[src/rtl/serial_subtractor.sv]
// Digit-serial two's-complement subtractor: diff = x - y, D bits per clock, LSB digit first.
// Borrow and signed overflow are registered alongside the result; valid/ready on both sides.
module serial_subtractor #(
   parameter int n = 4,
   parameter int D = 1
) (
   input  logic         clk,
   input  logic         rst_n,
   input  logic         in_valid,
   output logic         in_ready,
   input  logic [n-1:0] x,
   input  logic [n-1:0] y,
   output logic         out_valid,
   input  logic         out_ready,
   output logic [n-1:0] diff,
   output logic         borrow,
   output logic         overflow
);

   localparam int NDIG = n / D;
   localparam int CW   = (NDIG > 1) ? $clog2(NDIG) : 1;
   localparam logic [CW-1:0] LAST = CW'(NDIG - 1);

   typedef enum logic [1:0] {
      IDLE = 2'd0,
      RUN  = 2'd1,
      DONE = 2'd2
   } state_t;

   state_t state_r, next_state_s;

   logic [n-1:0]  xs_r;
   logic [n-1:0]  ys_r;
   logic          carry_r;
   logic [CW-1:0] cnt_r;

   logic [D-1:0]  xd_s;
   logic [D-1:0]  yd_s;
   logic [D-1:0]  d_s;
   logic          c_s;
   logic          last_s;
   logic [n-1:0]  diff_next_s;

   // One digit of x + ~y + carry; on the final digit the operand MSBs sit at bit D-1.
   always_comb begin
      xd_s       = xs_r[D-1:0];
      yd_s       = ys_r[D-1:0];
      {c_s, d_s} = {1'b0, xd_s} + {1'b0, ~yd_s} + {{D{1'b0}}, carry_r};
      last_s     = (cnt_r == LAST);
   end

   generate
      if (D == n) begin : g_single_digit
         assign diff_next_s = d_s;
      end else begin : g_multi_digit
         assign diff_next_s = {d_s, diff[n-1:D]};
      end
   endgenerate

   assign in_ready  = (state_r == IDLE);
   assign out_valid = (state_r == DONE);

   // State register.
   always_ff @(posedge clk or negedge rst_n) begin
      if (!rst_n) begin
         state_r <= IDLE;
      end else begin
         state_r <= next_state_s;
      end
   end

   // Next-state decode.
   always_comb begin
      next_state_s = state_r;
      case (state_r)
         IDLE: begin
            if (in_valid) begin
               next_state_s = RUN;
            end else begin
               next_state_s = IDLE;
            end
         end
         RUN: begin
            if (last_s) begin
               next_state_s = DONE;
            end else begin
               next_state_s = RUN;
            end
         end
         DONE: begin
            if (out_ready) begin
               next_state_s = IDLE;
            end else begin
               next_state_s = DONE;
            end
         end
         default: next_state_s = IDLE;
      endcase
   end

   // Operand shifters, carry chain, digit counter and result registers.
   always_ff @(posedge clk or negedge rst_n) begin
      if (!rst_n) begin
         xs_r     <= {n{1'b0}};
         ys_r     <= {n{1'b0}};
         carry_r  <= 1'b0;
         cnt_r    <= {CW{1'b0}};
         diff     <= {n{1'b0}};
         borrow   <= 1'b0;
         overflow <= 1'b0;
      end else begin
         case (state_r)
            IDLE: begin
               if (in_valid) begin
                  xs_r    <= x;
                  ys_r    <= y;
                  carry_r <= 1'b1;
                  cnt_r   <= {CW{1'b0}};
               end
            end
            RUN: begin
               xs_r    <= xs_r >> D;
               ys_r    <= ys_r >> D;
               carry_r <= c_s;
               cnt_r   <= cnt_r + CW'(1'b1);
               diff    <= diff_next_s;
               if (last_s) begin
                  borrow   <= ~c_s;
                  // Signed overflow: operand signs differ and the result sign differs from x.
                  overflow <= (xd_s[D-1] & ~yd_s[D-1] & ~d_s[D-1]) |
                              (~xd_s[D-1] & yd_s[D-1] & d_s[D-1]);
               end
            end
            DONE: begin
               carry_r <= carry_r;
            end
            default: begin
               carry_r <= carry_r;
            end
         endcase
      end
   end

endmodule

[config.mk]
export PLATFORM = sky130hd
export DESIGN_NAME = serial_subtractor
export DESIGN_NICKNAME = d
export VERILOG_FILES = /design/src/rtl/serial_subtractor.sv
export SDC_FILE = /design/constraint.sdc
export NUM_CORES = 1
export LEC_CHECK = 0
export ABC_AREA = 1
export ABC_CLOCK_PERIOD_IN_PS = 1300
export BUFFER_PORTS_ARGS = -buffer_cell sky130_fd_sc_hd__clkbuf_2
export CAP_MARGIN = 20
export CORE_AREA = 10 10 55 57
export CTS_CLUSTER_DIAMETER = 100
export CTS_CLUSTER_SIZE = 8
export DETAILED_ROUTE_END_ITERATION = 6
export DIE_AREA = 0 0 65 67
export MAX_ROUTING_LAYER = met4
export PLACE_DENSITY = 0.7
export SYNTH_ARGS = -nofsm -noshare
export SYNTH_HDL_FRONTEND = slang
export SYNTH_SLANG_ARGS = --single-unit
[constraint.sdc]
create_clock -name clk -period 1.3 [get_ports clk]
set_input_delay 0.065 -clock clk [delete_from_list [all_inputs] [get_ports clk]]
set_output_delay 0.065 -clock clk [all_outputs]
set_load 0.01 [all_outputs]
Word level (Yosys, flattened, before mapping)
Index checks and enable logic that the tools add are counted.
{"block": "totals", "regBits": 19, "in_bits": 12, "out_inout_bits": 8, "elab_cells": 40}
{"block": "classes", "addsub": 3, "eq_ne": 4, "mux": 12, "bitwise_logic": 9, "n_reduce_logical": 4}
{"cell": "$pmux W4 S2", "n": 2}
{"cell": "$mux W4", "n": 2}
{"cell": "$mux W2", "n": 3}
{"cell": "$pmux W2 S3", "n": 1}
{"cell": "$and A1 B1 Y1", "n": 4}
{"cell": "$eq A2 B2 Y1 const B", "n": 2}
{"cell": "$not A1 Y1", "n": 4}
{"cell": "$pmux W2 S2", "n": 1}
{"cell": "$reduce_and A2 Y1", "n": 2}
{"cell": "$add A1 B1 Y2", "n": 1}
{"cell": "$add A2 B1 Y2", "n": 1}
{"cell": "$add A2 B1 Y2 const B", "n": 1}
{"cell": "$eq A2 B1 Y1 const B", "n": 1}
{"cell": "$logic_not A2 Y1", "n": 1}
{"cell": "$mux W1", "n": 2}
{"cell": "$ne A2 B2 Y1 const B", "n": 1}
{"cell": "$pmux W1 S2", "n": 1}
{"cell": "$reduce_bool A2 Y1", "n": 1}
{"cell": "$or A1 B1 Y1", "n": 1}

Logic depth before layout (Yosys ltp)
{"block": "logic_depth", "word_depth": 6, "depth_mapped": 7, "ltp_nobuf": 7}

Worst setup path after synthesis
No wires, ideal clock.
{"block": "synth_timing", "kind": "register to register", "startpoint": "register xs_r[0]", "endpoint": "register overflow", "setup_ns": 0.116, "t_arrival_ns": 1.188, "required_ns": 1.184, "slack_ns": -0.005, "path_stages_with_launch": 7, "n_path_buf": 0, "synth_period_minus_slack_ns": 1.305, "cell_sequence": "dfrtp_1 fa_1 inv_1 nand3_1 nand2_1 nand2_1 nand2_1"}
{"block": "synth_via", "elab_chain_cells": 5, "elab_cells_between_ends": 9, "classes_between": "add/sub: 2; bitwise: 7"}
{"item": "start: declaration", "line": "32", "source": "logic [n-1:0] xs_r;"}
{"item": "start signal: assignment", "line": "104", "source": "xs_r <= {n{1'b0}};"}
{"item": "start signal: assignment", "line": "122", "source": "xs_r <= xs_r >> D;"}
{"item": "$add A1 B1 Y2 (*)", "line": "48", "source": "{c_s, d_s} = {1'b0, xd_s} + {1'b0, ~yd_s} + {{D{1'b0}}, carry_r};"}
{"item": "$add A2 B1 Y2 (*)", "line": "48"}
{"item": "via d_s", "line": "39", "source": "logic [D-1:0] d_s;"}
{"item": "$not A1 Y1", "line": "130", "source": "overflow <= (xd_s[D-1] & ~yd_s[D-1] & ~d_s[D-1]) |"}
{"item": "$and A1 B1 Y1", "line": "130"}
{"item": "$or A1 B1 Y1 (*)", "line": "130"}
{"item": "end signal: assignment", "line": "130"}
{"item": "end: declaration", "line": "17", "source": "output logic overflow"}
The timed path passes the listed nets; every way through them passes the cells marked *.
A chain may end at the register's enable or synchronous reset.

Final worst setup path
Ends and elaborated chain as after synthesis.

==> flow_summary_export.csv <==
group,metric,value,unit
status,status,"complete, but fails checks",
status,violations,"negative setup slack",
cells_and_area,area.growth.synth_to_final,29.4,%
yosys,synth-compound-area-share,0.0583,
critical_path,crit_required,1.50,ns
yosys,yosysTopAreaCell,"dfrtp_1",
timing,worstMarginPinSlew,0.472,ns
pwr,power.total,2.75,mW
die,die_area,4360,um^2
critical_path,crit_chain,"fa_1 > inv_1 > nand3_2 > nand2_1 > nand2_1 > nand2_1",
drt,ant_nets,0,
global_route,met3_usage,0.0251,
timing,setup_violations,1,
global_route,grt_pass1_vias,809,
yosys,yosysWarnings,0,
drt,post-route-drc-count,0,
cts,cts_tree,"yes",
critical_path,cp.arrival,1.57,ns
die,die_h,67,um
global_route,met2_usage,0.167,
yosys,yosysMostFrequentCell,"nand2_1",
cts,cts_sinks,19,
yosys,synth_top_family_by_area,"simple AND/OR/NAND/NOR gates",
drt,vias,792,
cells_and_area,fin_area,1140,um^2
yosys,yosysTopAreaCellShare,0.541,
drt,viasPerCell,4.77,
critical_path,crit_fanout,2,
critical_path,worstSetupPathType,"reg -> reg",
yosys,synth_seq_area_share,0.541,
die,die_x,65,um
run,cap_viol_max_count,0,
yosys,synthMuxAreaShare,0,
cells_and_area,antenna_cells,0,
placement,dpl_worst_slack,-0.0585,ns
critical_path,start_kind,"flip-flop",
global_route,grt.overflow.total,0,
cts,root_buffer,"clkbuf_4",
timing,tns,-0.0664,ns
yosys,synth-edff-count,0,
yosys,synth_fa_ha_area_frac,0.0370,
drt,drt-initial-drc-count,40,
timing,min_period_over_period,1.05,
die,rows,16,
global_route,gr-usage-met1,0.104,
timing,hold_viol,0,
global_route,grtUsageTotal,0.0982,
yosys,yosys-top-cells-area,"dfrtp_1 (54%), nand2_1 (20%), nand3_1 (7.4%)",
cts,cts_buffers,3,
yosys,synth_ff_type,"dfrtp_1",
global_route,antenna_found_initial,0,
timing,fmax,0.732,GHz
drt,first_pass_iters,4,
die,ios,20,
timing,relSlewSlack,0.686,
cts,h-tree-depth,1,
timing,finalClockSkew,0.00840,ns
yosys,synth_nets,121,
placement,place.gp.congestion,0.761,
yosys,synth_common_cells,"nand2_1 (47), dfrtp_1 (19), nand3_1 (13)",
cells_and_area,drive_gt1_frac,0.266,
global_route,grt_pass1_wl,3330,um
placement,dp_hpwl,1440,um
cells_and_area,layoutNonFillerInstCount,166,
timing,rsz0062_at_grt,"true",
critical_path,cpPeakStageDelay,0.57,ns
timing,setup_ws,-0.0664,ns
placement,dp_cells,156,
critical_path,cpMaxStageDelayCell,"fa_1",
cells_and_area,fin_nets,154,
pwr,power_density,2410,nW/um^2
critical_path,crit_top_cell,"nand2_1",
yosys,synth_seq_cells,19,
cts,path_clk_slew,0.10,ns
cells_and_area,post-route-util,0.586,
placement,portBuffers,19,
die,coreArea,1940,um^2
placement,dpl-instance-area,1030,um^2
global_route,grt_start_max_net_pins,20,
timing,fin_crit,1.37,ns
yosys,synth-simple-area-share,0.299,
yosys,syn_inst,107,
timing,fin_hold_ws,0.0357,ns
worst_hold_path,hold_path_class,"in -> reg",
pwr,power.static_leakage,0.638,nW
cts,clock_latency,0.30,ns
yosys,synth_xor_area_frac,0,
drt,wirelength,1920,um
global_route,top_usage_layer,"met2",
yosys,avgSynthCellArea,8.22,um^2
timing,drv_slew,0,
drt,routedWlPerCell,11.6,um
yosys,ys_types,15,
pwr,ir_drop,1230,uV
cts,cts.path.max_buffers,2,
die,start_util,0.453,
yosys,syn_area,880,um^2
critical_path,worstSetupEndpointType,"flip-flop",
yosys,async_flop_share,1.00,
==> registers in the layout (all words and copies together), names as in the netlist <==
name and count:
diff 4, xs_r 4, ys_r 4, cnt_r 2, state_r 2, borrow 1
carry_r 1, overflow 1
==> layout by cell type, fill, tap and decap left out, types with 2 or more instances in the layout <==
cell	Yosys	final
dfrtp_1	19	18
o21ai_1	6	6
dlygate4sd3_1	0	4
nand3_1	13	12
clkbuf_2	0	18
inv_1	7	7
buf_4	3	8
nand2_1	47	47
clkbuf_4	0	3
nor2_1	4	3
buf_6	0	2
==> kinds of logic after synthesis <==
group,after synthesis
AND/OR/NAND/NOR,65
flip-flops,19
buffers and inverters,12
AO/OA/AOI/OAI,9
adder cells (fa/ha/maj),2
==> critical path, delay by kind of cell (launching register included) <==
family	cells	cell delay, ns
buf+inv	1	0.07
flops	1	0.41
simple gates	4	0.22
fa+ha+maj	1	0.57
==> layout make-up <==
type                            count  area (um^2)
Clock buffer                        4         26.3
Timing Repair Buffer               32          213
Multi-Input combinational cell     76          359
Sequential cell                    19          477
Tap cell                           27         33.8
Inverter                            8         30.0
Fill cell                         194          803
==> final timing paths <==
path | end | slack, ns | start | cells after the start
setup / recovery | overflow$_DFFE_PN0P_ | -0.07 | xs_r[0]$_DFFE_PN0P_ | 6
hold / removal | state_r[0]$_DFF_PN0_ | 0.04 | in_valid | 3
setup reg to reg | overflow$_DFFE_PN0P_ | -0.07 | xs_r[0]$_DFFE_PN0P_ | 6
hold reg to reg | cnt_r[1]$_DFFE_PN0P_ | 0.49 | cnt_r[1]$_DFFE_PN0P_ | 2
max in group asynchronous | state_r[0]$_DFF_PN0_ | 0.71 | rst_n | 2
min in group asynchronous | xs_r[0]$_DFFE_PN0P_ | 0.24 | rst_n | 2
==> layer usage <==
layer	wire, um	vias to the layer above	part of all wire
li1	-	400	-
met1	835	371	0.43
met2	961	19	0.50
met3	92	2	0.048
met4	30	0	0.016
met5	0	-	0
==> report_power, final <==
part | internal [mW] | leakage [nW] | switching [mW]
clock | 0.120 | 0.0150 | 0.174
combinational | 0.612 | 0.387 | 0.822
sequential | 0.859 | 0.236 | 0.160
==> what timing repair did <==
item / in CTS / in global routing
endpoints found under the setup margin: 2 / 6
gates cloned: 0 / 0
buffers inserted: 1 / 1
gates resized for setup: 2 / 5
endpoints found under the hold margin: 21 / 1
hold buffers: 3 / 1
pin swaps: 0 / 2
(Power assumes the default switching activity.)
